--- src/rtl/cmd_pkg.sv ---
// rtl/cmd_pkg.sv - shared opcodes, parser states and defaults for cmd_parser (state set depends on CMD_CHECKSUM_EN)
package cmd_pkg;

  localparam int NUM_CHANNELS_DEF = 128;

  localparam logic [7:0] OP_SET_PHASE = 8'h01;
  localparam logic [7:0] OP_COMMIT    = 8'h02;
  localparam logic [7:0] OP_CLEAR     = 8'h03;

  typedef enum logic [2:0] {
    ST_IDLE  = 3'd0,
    ST_ADDR  = 3'd1,
    ST_PHASE = 3'd2,
`ifdef CMD_CHECKSUM_EN
    ST_CHK   = 3'd3,
`endif
    ST_EXEC  = 3'd4,
    ST_CLEAR = 3'd5
  } state_t;

endpackage

--- src/rtl/cmd_parser.sv ---
// rtl/cmd_parser.sv - byte-stream command parser driving shadow phase bank writes and commits (CMD_CHECKSUM_EN adds an XOR trailer byte)
module cmd_parser
  import cmd_pkg::*;
#(
  parameter int NUM_CHANNELS = NUM_CHANNELS_DEF,
  parameter int PHASE_WIDTH  = 8
) (
  input  logic                            sys_clk,
  input  logic                            ext_rst,
  input  logic [7:0]                      rxfifo_data,
  input  logic                            rxfifo_empty,
  output logic                            rxfifo_rdreq,
  output logic                            phase_we,
  output logic [$clog2(NUM_CHANNELS)-1:0] phase_addr,
  output logic [PHASE_WIDTH-1:0]          phase_data,
  output logic                            phase_commit,
  output logic                            busy,
  output logic [7:0]                      err_cnt
);

  localparam int AW = $clog2(NUM_CHANNELS);

  // State reached once the opcode / payload is complete: checksum byte or straight to execution.
`ifdef CMD_CHECKSUM_EN
  localparam state_t ST_POST = ST_CHK;
`else
  localparam state_t ST_POST = ST_EXEC;
`endif

  state_t          r_state;
  state_t          w_next;
  logic [7:0]      r_op;
  logic [7:0]      r_addr;
  logic [7:0]      r_phase;
  logic [AW-1:0]   r_clr_cnt;
  logic [7:0]      r_err_cnt;
`ifdef CMD_CHECKSUM_EN
  logic [7:0]      r_xor;
`endif

  logic            w_rdreq;
  logic            w_we;
  logic            w_commit;
  logic            w_err;
  logic            w_addr_ok;

  assign w_addr_ok = (32'(r_addr) < 32'(NUM_CHANNELS));

  // Next state and per-cycle strobes; reset forces everything quiet so no write leaks out.
  always_comb begin
    w_next   = r_state;
    w_rdreq  = 1'b0;
    w_we     = 1'b0;
    w_commit = 1'b0;
    w_err    = 1'b0;
    case (r_state)
      ST_IDLE: begin
        if (!rxfifo_empty) begin
          w_rdreq = 1'b1;
          case (rxfifo_data)
            OP_SET_PHASE:         w_next = ST_ADDR;
            OP_COMMIT, OP_CLEAR:  w_next = ST_POST;
            default:              w_err  = 1'b1;
          endcase
        end
      end
      ST_ADDR: begin
        if (!rxfifo_empty) begin
          w_rdreq = 1'b1;
          w_next  = ST_PHASE;
        end
      end
      ST_PHASE: begin
        if (!rxfifo_empty) begin
          w_rdreq = 1'b1;
          w_next  = ST_POST;
        end
      end
`ifdef CMD_CHECKSUM_EN
      ST_CHK: begin
        if (!rxfifo_empty) begin
          w_rdreq = 1'b1;
          if (rxfifo_data == r_xor) begin
            w_next = ST_EXEC;
          end else begin
            w_err  = 1'b1;
            w_next = ST_IDLE;
          end
        end
      end
`endif
      ST_EXEC: begin
        w_next = (r_op == OP_CLEAR) ? ST_CLEAR : ST_IDLE;
        if (r_op == OP_SET_PHASE) begin
          if (w_addr_ok) w_we  = 1'b1;
          else           w_err = 1'b1;
        end
        if (r_op == OP_COMMIT) w_commit = 1'b1;
      end
      ST_CLEAR: begin
        w_we = 1'b1;
        if (r_clr_cnt == AW'(NUM_CHANNELS - 1)) w_next = ST_IDLE;
      end
      default: w_next = ST_IDLE;
    endcase
    if (ext_rst) begin
      w_next   = ST_IDLE;
      w_rdreq  = 1'b0;
      w_we     = 1'b0;
      w_commit = 1'b0;
      w_err    = 1'b0;
    end
  end

  // State register, payload capture, clear sweep counter and saturating error count.
  always_ff @(posedge sys_clk) begin
    if (ext_rst) begin
      r_state   <= ST_IDLE;
      r_op      <= 8'h00;
      r_addr    <= 8'h00;
      r_phase   <= 8'h00;
      r_clr_cnt <= '0;
      r_err_cnt <= 8'h00;
`ifdef CMD_CHECKSUM_EN
      r_xor     <= 8'h00;
`endif
    end else begin
      r_state <= w_next;
      if (w_rdreq) begin
        case (r_state)
          ST_IDLE:  r_op    <= rxfifo_data;
          ST_ADDR:  r_addr  <= rxfifo_data;
          ST_PHASE: r_phase <= rxfifo_data;
          default:  ;
        endcase
`ifdef CMD_CHECKSUM_EN
        r_xor <= (r_state == ST_IDLE) ? rxfifo_data : (r_xor ^ rxfifo_data);
`endif
      end
      if (r_state == ST_EXEC)       r_clr_cnt <= '0;
      else if (r_state == ST_CLEAR) r_clr_cnt <= r_clr_cnt + 1'b1;
      if (w_err && (r_err_cnt != 8'hFF)) r_err_cnt <= r_err_cnt + 8'd1;
    end
  end

  // Output mapping: the clear sweep overrides the latched address/phase with index/zero.
  always_comb begin
    rxfifo_rdreq = w_rdreq;
    phase_we     = w_we;
    phase_commit = w_commit;
    busy         = (r_state != ST_IDLE);
    err_cnt      = r_err_cnt;
    if (r_state == ST_CLEAR) begin
      phase_addr = r_clr_cnt;
      phase_data = '0;
    end else begin
      phase_addr = AW'(r_addr);
      phase_data = PHASE_WIDTH'(r_phase);
    end
  end

endmodule

--- config.mk ---
export PLATFORM = sky130hd
export DESIGN_NAME = cmd_parser
export DESIGN_NICKNAME = d
export VERILOG_FILES = /design/src/rtl/cmd_pkg.sv /design/src/rtl/cmd_parser.sv
export SDC_FILE = /design/constraint.sdc
export NUM_CORES = 1
export LEC_CHECK = 0
export ABC_AREA = 1
export ABC_CLOCK_PERIOD_IN_PS = 1500
export BUFFER_PORTS_ARGS = -buffer_cell sky130_fd_sc_hd__buf_2
export CAP_MARGIN = 20
export CORE_AREA = 2 2 56 79
export CTS_CLUSTER_SIZE = 14
export DETAILED_ROUTE_END_ITERATION = 12
export DIE_AREA = 0 0 58 81
export PLACE_DENSITY = 0.81
export SKIP_CTS_REPAIR_TIMING = 1
export SLEW_MARGIN = 20
export SYNTH_ARGS = -nofsm -noshare
export SYNTH_HDL_FRONTEND = slang
export SYNTH_SLANG_ARGS = --single-unit
--- constraint.sdc ---
create_clock -name sys_clk -period 1.5 [get_ports sys_clk]
set_input_delay 0.075 -clock sys_clk [delete_from_list [all_inputs] [get_ports sys_clk]]
set_output_delay 0.075 -clock sys_clk [all_outputs]
set_load 0.1 [all_outputs]
==> results of run 1 <==
[layout make-up]
class,instances,area (sq um)
clock inverters,3,21.3
clock buffers,5,68.8
fillers,298,1120
well taps,45,56.3
multi-input cells,225,1250
flip-flops and latches,42,862
inverters,35,134
repair buffers,46,551
[worst max-delay path: stages, from the launching register on]
cell	delay (ns)
dfxtp_2	0.36
inv_2	0.09
nand2_4	0.07
nor2_4	0.12
inv_4	0.09
buf_12	0.16
o21ai_4	0.17
buf_12	0.19
[registers in the layout (all words and copies together) (netlist names)]
register / flops
r_clr_cnt: 7
err_cnt: 8
r_phase: 8
r_addr: 8
r_op: 8
r_state: 3
[cells by family after synthesis]
group	count (synthesis)	share of synthesized area
buf+inv	43	0.0826
xor+xnor	6	0.0248
flops	42	0.396
simple gates	161	0.349
compound gates	55	0.136
fa+ha+maj	2	0.0118
[worst max-delay path by stage]
stage	from	to	slack [ns]	cells after the start
2_1_floorplan	r_state[1]	phase_we	-0.31	6
3_3_place_gp	r_state[0]	err_cnt[6]	0.15	8
3_5_place_dp	r_state[0]	err_cnt[0]	0.11	8
4_1_cts	r_state[1]	phase_data[5]	-0.21	8
5_1_grt	r_state[1]	phase_addr[1]	-0.20	7
6_report	r_state[1]	phase_addr[1]	-0.14	7
[layer usage]
| layer | vias to the layer above | share of wire |
|---|---|---|
| li1 | 1077 | - |
| met1 | 998 | 0.39 |
| met2 | 49 | 0.55 |
| met3 | 8 | 0.039 |
| met4 | 0 | 0.018 |
| met5 | - | 0 |
[power by group through the flow]
stage / Clock, uW / Sequential [uW] / Combinational [uW]
after floorplan: 0 / 1240 / 135
after global placement: 0 / 1190 / 257
after detailed placement: 0 / 1190 / 262
after CTS: 777 / 1160 / 263
after global routing: 810 / 1170 / 303
final: 773 / 1170 / 281
[synthesized netlist by cell type, drive strengths merged]
cell,n,area [sq um]
nor4,1,6.26
nor3,2,15.0
nand2,102,408
nor2,28,155
clkbuf,3,11.3
xnor2,3,26.3
nand4,1,6.26
nand3b,1,7.51
ha,2,25.0
o31ai,2,15.0
a21oi,17,88.8
dfxtp,42,841
xor2,3,26.3
and2,1,6.26
nand3,25,135
buf,5,32.5
a211oi,1,7.51
a31oi,1,6.26
inv,35,131
o21ai,34,170
[metrics by stage]
step / instance area (sq um) / cells / setup WS [ns] / setup TNS [ns]
after detailed placement: 2790 / 388 / 0.107 / 0
after global routing: 2950 / 401 / -0.195 / -2.93
final: 2950 / 401 / -0.145 / -1.87
after global placement: 2790 / 388 / 0.152 / 0
after floorplan: 2280 / 309 / -0.312 / -0.598
after CTS: 2880 / 396 / -0.205 / -2.98
[cell usage in the layout (no fill, tap or decap), drive strengths merged]
| master | netlist | final |
|---|---|---|
| nand2 | 102 | 103 |
| buf | 5 | 45 |
| dfxtp | 42 | 42 |
| inv | 35 | 35 |
| o21ai | 34 | 34 |
| nor2 | 28 | 28 |
| nand3 | 25 | 25 |
| a21oi | 17 | 17 |
| clkbuf | 3 | 6 |
| xor2 | 3 | 3 |
| xnor2 | 3 | 3 |
| o31ai | 2 | 2 |
| nor3 | 2 | 2 |
| ha | 2 | 2 |
| clkinv | 0 | 2 |
| a31oi | 1 | 1 |
| nor4 | 1 | 1 |
| and2 | 1 | 1 |
| a211oi | 1 | 1 |
| nand4 | 1 | 1 |
| nand3b | 1 | 1 |
| clkinvlp | 0 | 1 |
==> results.md, run 1 <==
- The number of pins exceeding their max-slew limit in the final report is 0.
- The sink of the worst hold path is r_phase[6].
- The top achievable clock speed is about 610 MHz.
- The cell sitting at the root of the clock tree is a clkbuf_8.
- The synthesis warning total is 0.
- The initial antenna violation count is 0.
- The first TritonRoute pass finished after 4 iterations.
- The total die area is 0.00470 sq mm.
- The clock skew is around 0.0080 ns.
- The reg-to-reg setup timing slack is around 0.08 ns.
- Summed over all layers, the global routing overflow is 0.
- The startpoint identified for the worst register-to-register timing path is err_cnt[0].
- The CTS tree is done.
- Clock-pin slew was measured on the worst setup and hold paths at approximately 0.09 ns.
- The flow ran to the end, but the final reports show violations.
- The number of global-route vias before repair is ~2000.
- The startpoint of the worst hold path is rxfifo_data[6].
- Yosys mapped the design onto 30 distinct sky130hd cell types.
- The total power density per cell area is around 750 mW/mm^2.
- The placeable core region is roughly 0.0041 sq mm.
- The instance count along the most critical hold path is 3.
- After layout, the design draws a total of 2220 uW.
- Synthesis produced a netlist whose cell count is just over 300.
- During placement, the flow inserted port buffers numbering 37.
- Entering global routing, the biggest net connects 23 pins.
- The clock passes through at most 2 buffers.
- For this design, the sink count on the clock tree is 42.
- STA puts the critical path data required time at ~1.4 ns.
- The tightest min-delay check is of the input port to register type.
- The wire length of the first global-routing pass is between 8000 and 9000 um.
- The share of total power dissipated in sequential elements is 0.525.
- The count of final hold-check violations came to 0.
- The wire-length estimate of the detail-placed layout is around 4000 um.
- The analysis attributes to net switching a power of between 600 and 700 uW.
- The synthesized netlist net count is 322.
- After layout, the minimum clock period comes to between 1.5 and 2 ns.
- Dividing the synthesized area by the synthesized cell count gives about 7 sq um.
- After detailed routing, the average wire length per cell comes to 13.3 um.
- The count of final setup violators is 18.
- In this run the cell area of the synthesized design comes to about 0.0021 sq mm.
- The post-layout worst setup margin is -0.145 ns.
- In this run the tightest slew margin relative to its limit is 0.679.
- The top-level port count is 38.
- The final weighted congestion in routability-driven placement is 0.950.
- The routed layout has 2132 vias.
- The number of synthesized register bits is between 40 and 50.
- The die is slightly below 60 um wide.
- The critical path startpoint category is a register.
- For this run, global-route usage on met1 was measured as 0.278.
- The checks that failed: negative setup slack.
- The cell depth of the worst flop-to-flop path is 8.
- In this run, the number of DRC markers left after iteration 0 of detailed routing was around 140.
- In the final layout, the share of cells above drive strength 1 is 0.301.
- The overall die height is around 81 um.
- The level count of the clock H-tree is 2.
- The worst hold margin is 0.0238 ns.
- The sequential cell area fraction in the yosys report is 0.396.
- At the pin with the least slew margin, the transition time is slightly below 0.5 ns.
- The net count of the finished layout is 368.
- The worst register-to-register path ends at err_cnt[1].
- The category of the critical setup timing path is register to primary output.
- The global-route track usage on met3 is 0.0478.
- The clock group share of total power is 0.348.
- The via-per-instance ratio is around 5.3.
- The repair_antennas step left the layout with diodes totalling 0.
- The peak fanout along the critical path is 15.
- The worst setup path is captured at a primary output.
- The analysis attributes to cell leakage a power of between 0.001 and 0.0015 uW.
- The all-layer global routing usage is 0.247.
- The count of standard-cell rows is 28.
- STA puts the critical path data arrival time at 1.57 ns.
- The initial utilization of the core area, before any placement, comes to 0.522.
- The fraction of power consumed by combinational cells is 0.127.
- The switching portion of total power is 0.302.
- The worst ir drop on vdd is approximately 0.84 mV.
- Clock tree synthesis inserted a total of 5 buffers.
- The max capacitance violation total is 0.
- Relative to the synthesized area, the layout overhead comes to 39.0%.
- The routed wire length is between 5000 and 6000 um.
- Setup repair after global routing could not meet its margin everywhere.
- In the finished design, the share of the clock period the worst path needs comes to 1.10.
- The number of DRC violations after detailed routing is 0.
- The latest clock arrival within the worst-skew pair is 0.31 ns.
- The number of nets still failing antenna checks after routing is 0.
- The global-route layer with the greatest usage is met2.
- The internal power summed over all cells is ~1500 uW.
- The global routing met2 resource utilization is 0.443.
- The final core area utilization is 0.725.
Power figures use the tool's default switching activity.
==> run 2: changes to the inputs <==
--- a/config.mk
+++ b/config.mk
@@ -5,14 +5,14 @@
 export SDC_FILE = /design/constraint.sdc
 export NUM_CORES = 1
 export LEC_CHECK = 0
-export ABC_AREA = 1
+export ABC_AREA = 0
 export ABC_CLOCK_PERIOD_IN_PS = 1500
 export BUFFER_PORTS_ARGS = -buffer_cell sky130_fd_sc_hd__buf_2
 export CAP_MARGIN = 20
-export CORE_AREA = 2 2 56 79
+export CORE_AREA = 2 2 55 78
 export CTS_CLUSTER_SIZE = 14
 export DETAILED_ROUTE_END_ITERATION = 12
-export DIE_AREA = 0 0 58 81
+export DIE_AREA = 0 0 57 80
 export PLACE_DENSITY = 0.81
 export SKIP_CTS_REPAIR_TIMING = 1
 export SLEW_MARGIN = 20
==> constraint.sdc (replaced) <==
create_clock -name sys_clk -period 1.5 [get_ports sys_clk]
set_input_delay 0.075 -clock sys_clk [delete_from_list [all_inputs] [get_ports sys_clk]]
set_output_delay 0.075 -clock sys_clk [all_outputs]
set_load 0.02 [all_outputs]
==> run 2 against run 1 <==
- the flow still finishes with violations (negative setup slack)
- first-iteration DRC count decreased by 45%
- wire length is 0.84% higher
- final cell count fell by 7.7%
- synthesized cell count is 19% lower
- via count is 3.9% lower
- clock power grew 15%
- design area is 3.3% lower
- clock skew is 0.0023 ns lower
- utilization increased by 1.5 points
- maximum frequency down 5.9%
- critical endpoint is now phase_commit
==> results.md, run 2 <==
- The DRC marker count from the first detailed-route iteration is 75 (was 136).
- The root buffer cell was clkbuf_8 (unchanged).
- The top routing layer in use is met4 (unchanged).
- The horizontal die dimension is 57 um (was 58 um).
- The via-per-instance ratio came to 5.54 (was 5.32).
- Largest cells by area after synthesis: dfxtp_1 (41%), nand2_1 (9.8%), mux2i_1 (5.4%), nor2_1 (4.2%), nand2b_1 (3.7%) (was dfxtp_1 (40%), nand2_1 (17%), nand3_1 (5.4%), inv_1 (5.3%), o21ai_0 (4.7%)).
- The multi-input combinational cell area is 0.00123 sq mm (was 0.00125 sq mm).
- Top cells by count, synth: nand2_1 (53), dfxtp_1 (42), nor2_1 (23) (was nand2_1 (96), dfxtp_1 (42), inv_1 (30)).
- Critical path cell sequence: nor4_4 > buf_4 > nand3_4 > nor4bb_4 > buf_4 (was inv_2 > nand2_4 > nor2_4 > inv_4 > buf_12 > o21ai_4 > buf_12).
- The most repeated library cell on the critical path is buf_4 (was buf_12).
- The number of DRC violations after detailed routing was 0 (unchanged).
- The routed wire length is 5380 um (was 5340 um).
- The count of final setup violators is 29 (was 18).
- The top-level port count is 38 (unchanged).
- The most repeated cell in the gate-level netlist after synthesis is nand2_1 (unchanged).
- The fraction of layout instances using a drive strength above 1 is 0.349 (was 0.301).
- The fraction of synthesis flops using an asynchronous set or reset pin is 0 (unchanged).
- The total of fill cells in the finished design is 280 (was 298).
- The slew at the pin closest to its max-slew limit is 0.643 ns (was 0.485 ns).
- The global-route congestion overflow total was 0 (unchanged).
- The post-synthesis cell count came to 249 (was 309).
- The worst ir drop on vdd is 1.09 mV (was 0.843 mV).
- The CTS tree is done (unchanged).
- The placed instance area was 0.00257 sq mm (was 0.00279 sq mm).
- The number of nets still failing antenna checks after routing is 0 (unchanged).
- The post-layout worst setup margin is -0.248 ns (was -0.145 ns).
- The total clock sinks was 42 (unchanged).
- The number of global-route vias before repair is 1969 (was 2035).
- The most common cell after layout, fill and taps aside is nand2_1 (unchanged).
- The wire length of the first global-routing pass is 8340 um (was 8990 um).
- The number of buffer and inverter instances along the worst setup path came to 2 (was 4).
- The via total after detailed routing is 2048 (was 2132).
- The post-synthesis to final-layout area growth is 40.0% (was 39.0%).
- The worst hold margin is 0.0545 ns (was 0.0238 ns).
- The required arrival time at the worst endpoint is 1.42 ns (about the same).
- The data arrival time of the critical path is 1.67 ns (was 1.57 ns).
- The final period utilization is 1.17 (was 1.10).
- The initial antenna violation count came to 0 (unchanged).
- The register cell area after layout was 850 sq um (was 862 sq um).
- Setup repair after global routing missed its margin: yes (unchanged).
- The total die area is 0.00456 sq mm (was 0.00470 sq mm).
- The starting utilization of the core area is 0.529 (was 0.522).
- The peak fanout along the critical path is 3 (was 15).
- The number of I/O port buffers is 37 (unchanged).
- The shortest period the worst path allows is 1.75 ns (was 1.64 ns).
- The sequential cell area fraction in the yosys report was 0.413 (was 0.396).
- The category of the critical setup timing path is register to primary output (unchanged).
- The level count of the clock H-tree is 2 (unchanged).
- The share of the synthesized area in the top cell type is 0.413 (was 0.396).
- The cell accounting for the most synthesized area is dfxtp_1 (unchanged).
- The number of enable flip-flop cells after synthesis is 0 (unchanged).
- The maximum buffer depth of the clock tree was 2 (unchanged).
- The clock transition at the register clock pins on the worst setup and hold paths after CTS is 0.08 ns (was 0.09 ns).
- The number of distinct library cells after synthesis was 39 (was 30).
- The latest clock arrival within the worst-skew pair was 0.30 ns (was 0.31 ns).
- The CTS buffer count is 5 (unchanged).
- The clock skew is 0.00567 ns (was 0.00797 ns).
- The average cell area after synthesis is 8.18 sq um (was 6.86 sq um).
- The worst slew slack as a fraction of its limit is 0.567 (was 0.679).
- The all-layer global routing usage is 0.234 (was 0.247).
- The max capacitance violation total is 0 (unchanged).
- The routed length on met2 came to 2900 um (was 2930 um).
- The wire length on met3 is 245 um (was 208 um).
- The average wire per cell in the routed design is 14.5 um (was 13.3 um).
- The final weighted congestion in routability-driven placement was 0.804 (was 0.950).
- The synthesized netlist net count is 262 (was 322).
- The number of inserted diodes is 0 (unchanged).
- The kind of capture point of the worst setup path is a primary output (unchanged).
- The count of final hold-check violations is 0 (unchanged).
- The overall die height came to 80 um (was 81 um).
- The top achievable clock speed came to 572 MHz (was 608 MHz).
- The number of synthesized register bits is 42 (unchanged).
- The critical path startpoint category is a register (unchanged).
- The number of nets in the final layout is 339 (was 368).
- The pin count of the biggest net entering global routing came to 43 (was 23).
- The library cell contributing the largest single delay on the critical path is dfxtp_2 (unchanged).
- The placed instance count is 358 (was 388).
- The met1 wire length is 2030 um (was 2100 um).
- The count of standard-cell rows is 27 (was 28).
- The peak per-stage delay on the critical path came to 0.35 ns (was 0.36 ns).
- Run status: finished, violations left (unchanged).
- The placeable core region is 0.00385 sq mm (was 0.00406 sq mm).
- The type of the tightest min-delay check is input port to register (unchanged).
- The synthesis warning total came to 0 (unchanged).
- The post-route cell area is 0.00285 sq mm (was 0.00295 sq mm).
- Top library cells by usage in the layout, fill and taps aside: nand2_1 (52), buf_4 (40), dfxtp_1 (35) (was nand2_1 (93), dfxtp_1 (31), inv_1 (30)).
- The detailed placer's ending HPWL is 3670 um (was 3910 um).
- The most used flip-flop cell after synthesis was dfxtp_1 (unchanged).
- The total power density per cell area is 819 mW/mm^2 (was 753 mW/mm^2).
- Failing checks: negative setup slack (unchanged).
- The category of cells accounting for the largest share of critical-path delay is simple AND/OR/NAND/NOR gates (was buffers and inverters).
- The number of pins exceeding their max-slew limit in the final report is 0 (unchanged).
- The number of detailed-route iterations in the first pass came to 4 (unchanged).
- The static leakage came to 0.00130 uW (was 0.00123 uW).
- The post-synthesis cell area is 0.00204 sq mm (was 0.00212 sq mm).
- The number of cells in the finished layout apart from fillers was 370 (was 401).
run 2: changes by cell type in the layout (fill, tap and decap cells not counted), sizes merged, moves of 10 or more:
cell	delta
nand2	-50
buf	+37
inv	-32
nand3	-22
o21ai	-19
nand2b	+12
mux2i	+11
a21oi	-10
run 2: metal layers:
layer | vias up | track usage
met5 | - | 0
met3 | 24 | 0.0470
met4 | 0 | 0.126
met1 | 955 | 0.238
li1 | 1008 | -
met2 | 61 | 0.436
run 2: cell type report:
class / count / share of cell area
well taps: 43 / 0.0189
inverters: 3 / 0.00395
flip-flops and latches: 42 / 0.298
clock buffers: 7 / 0.0268
clock inverters: 1 / 0.0105
multi-input cells: 191 / 0.432
repair buffers: 83 / 0.210
run 2: stage by stage:
step | power (uW) | setup WS (ns) | util | setup TNS (ns)
5_1_grt | 2420 | -0.342 | 0.740 | -5.29
4_1_cts | 2310 | -0.408 | 0.696 | -4.68
6_report | 2330 | -0.248 | 0.740 | -2.80
2_1_floorplan | 1320 | -0.180 | - | -0.602
3_3_place_gp | 1440 | -0.312 | 0.669 | -1.87
3_5_place_dp | 1440 | -0.373 | 0.669 | -2.52
run 2: final timing paths:
kind / startpoint / end / slack, ns / depth (start not counted)
hold reg to reg: r_phase[2] / r_phase[2] / 0.47 / 2
setup reg to reg: r_state[1] / err_cnt[6] / -0.24 / 7
setup / recovery: r_op[4] / phase_commit / -0.25 / 5
hold / removal: rxfifo_data[1] / r_phase[1] / 0.05 / 3
run 2: cells by family after synthesis:
kind of cell	after synthesis	synth area share
compound gates	33	0.110
xor+xnor	5	0.0215
fa+ha+maj	2	0.0123
buf+inv	16	0.0313
flops	42	0.413
mux	13	0.0651
simple gates	138	0.347
run 2: power breakdown:
| part | leakage, uW | switching, uW | internal, uW |
|---|---|---|---|
| Clock | 0.0000524 | 387 | 498 |
| Combinational | 0.000904 | 150 | 137 |
| Sequential | 0.000343 | 19.6 | 1140 |
run 2: worst register-to-register path, stage by stage (launching register included):
cell	delay (ns)
dfxtp_2	0.35
nor4_2	0.28
buf_4	0.18
o41ai_4	0.09
a2111oi_2	0.39
buf_4	0.17
xnor2_1	0.11
nor2_1	0.06
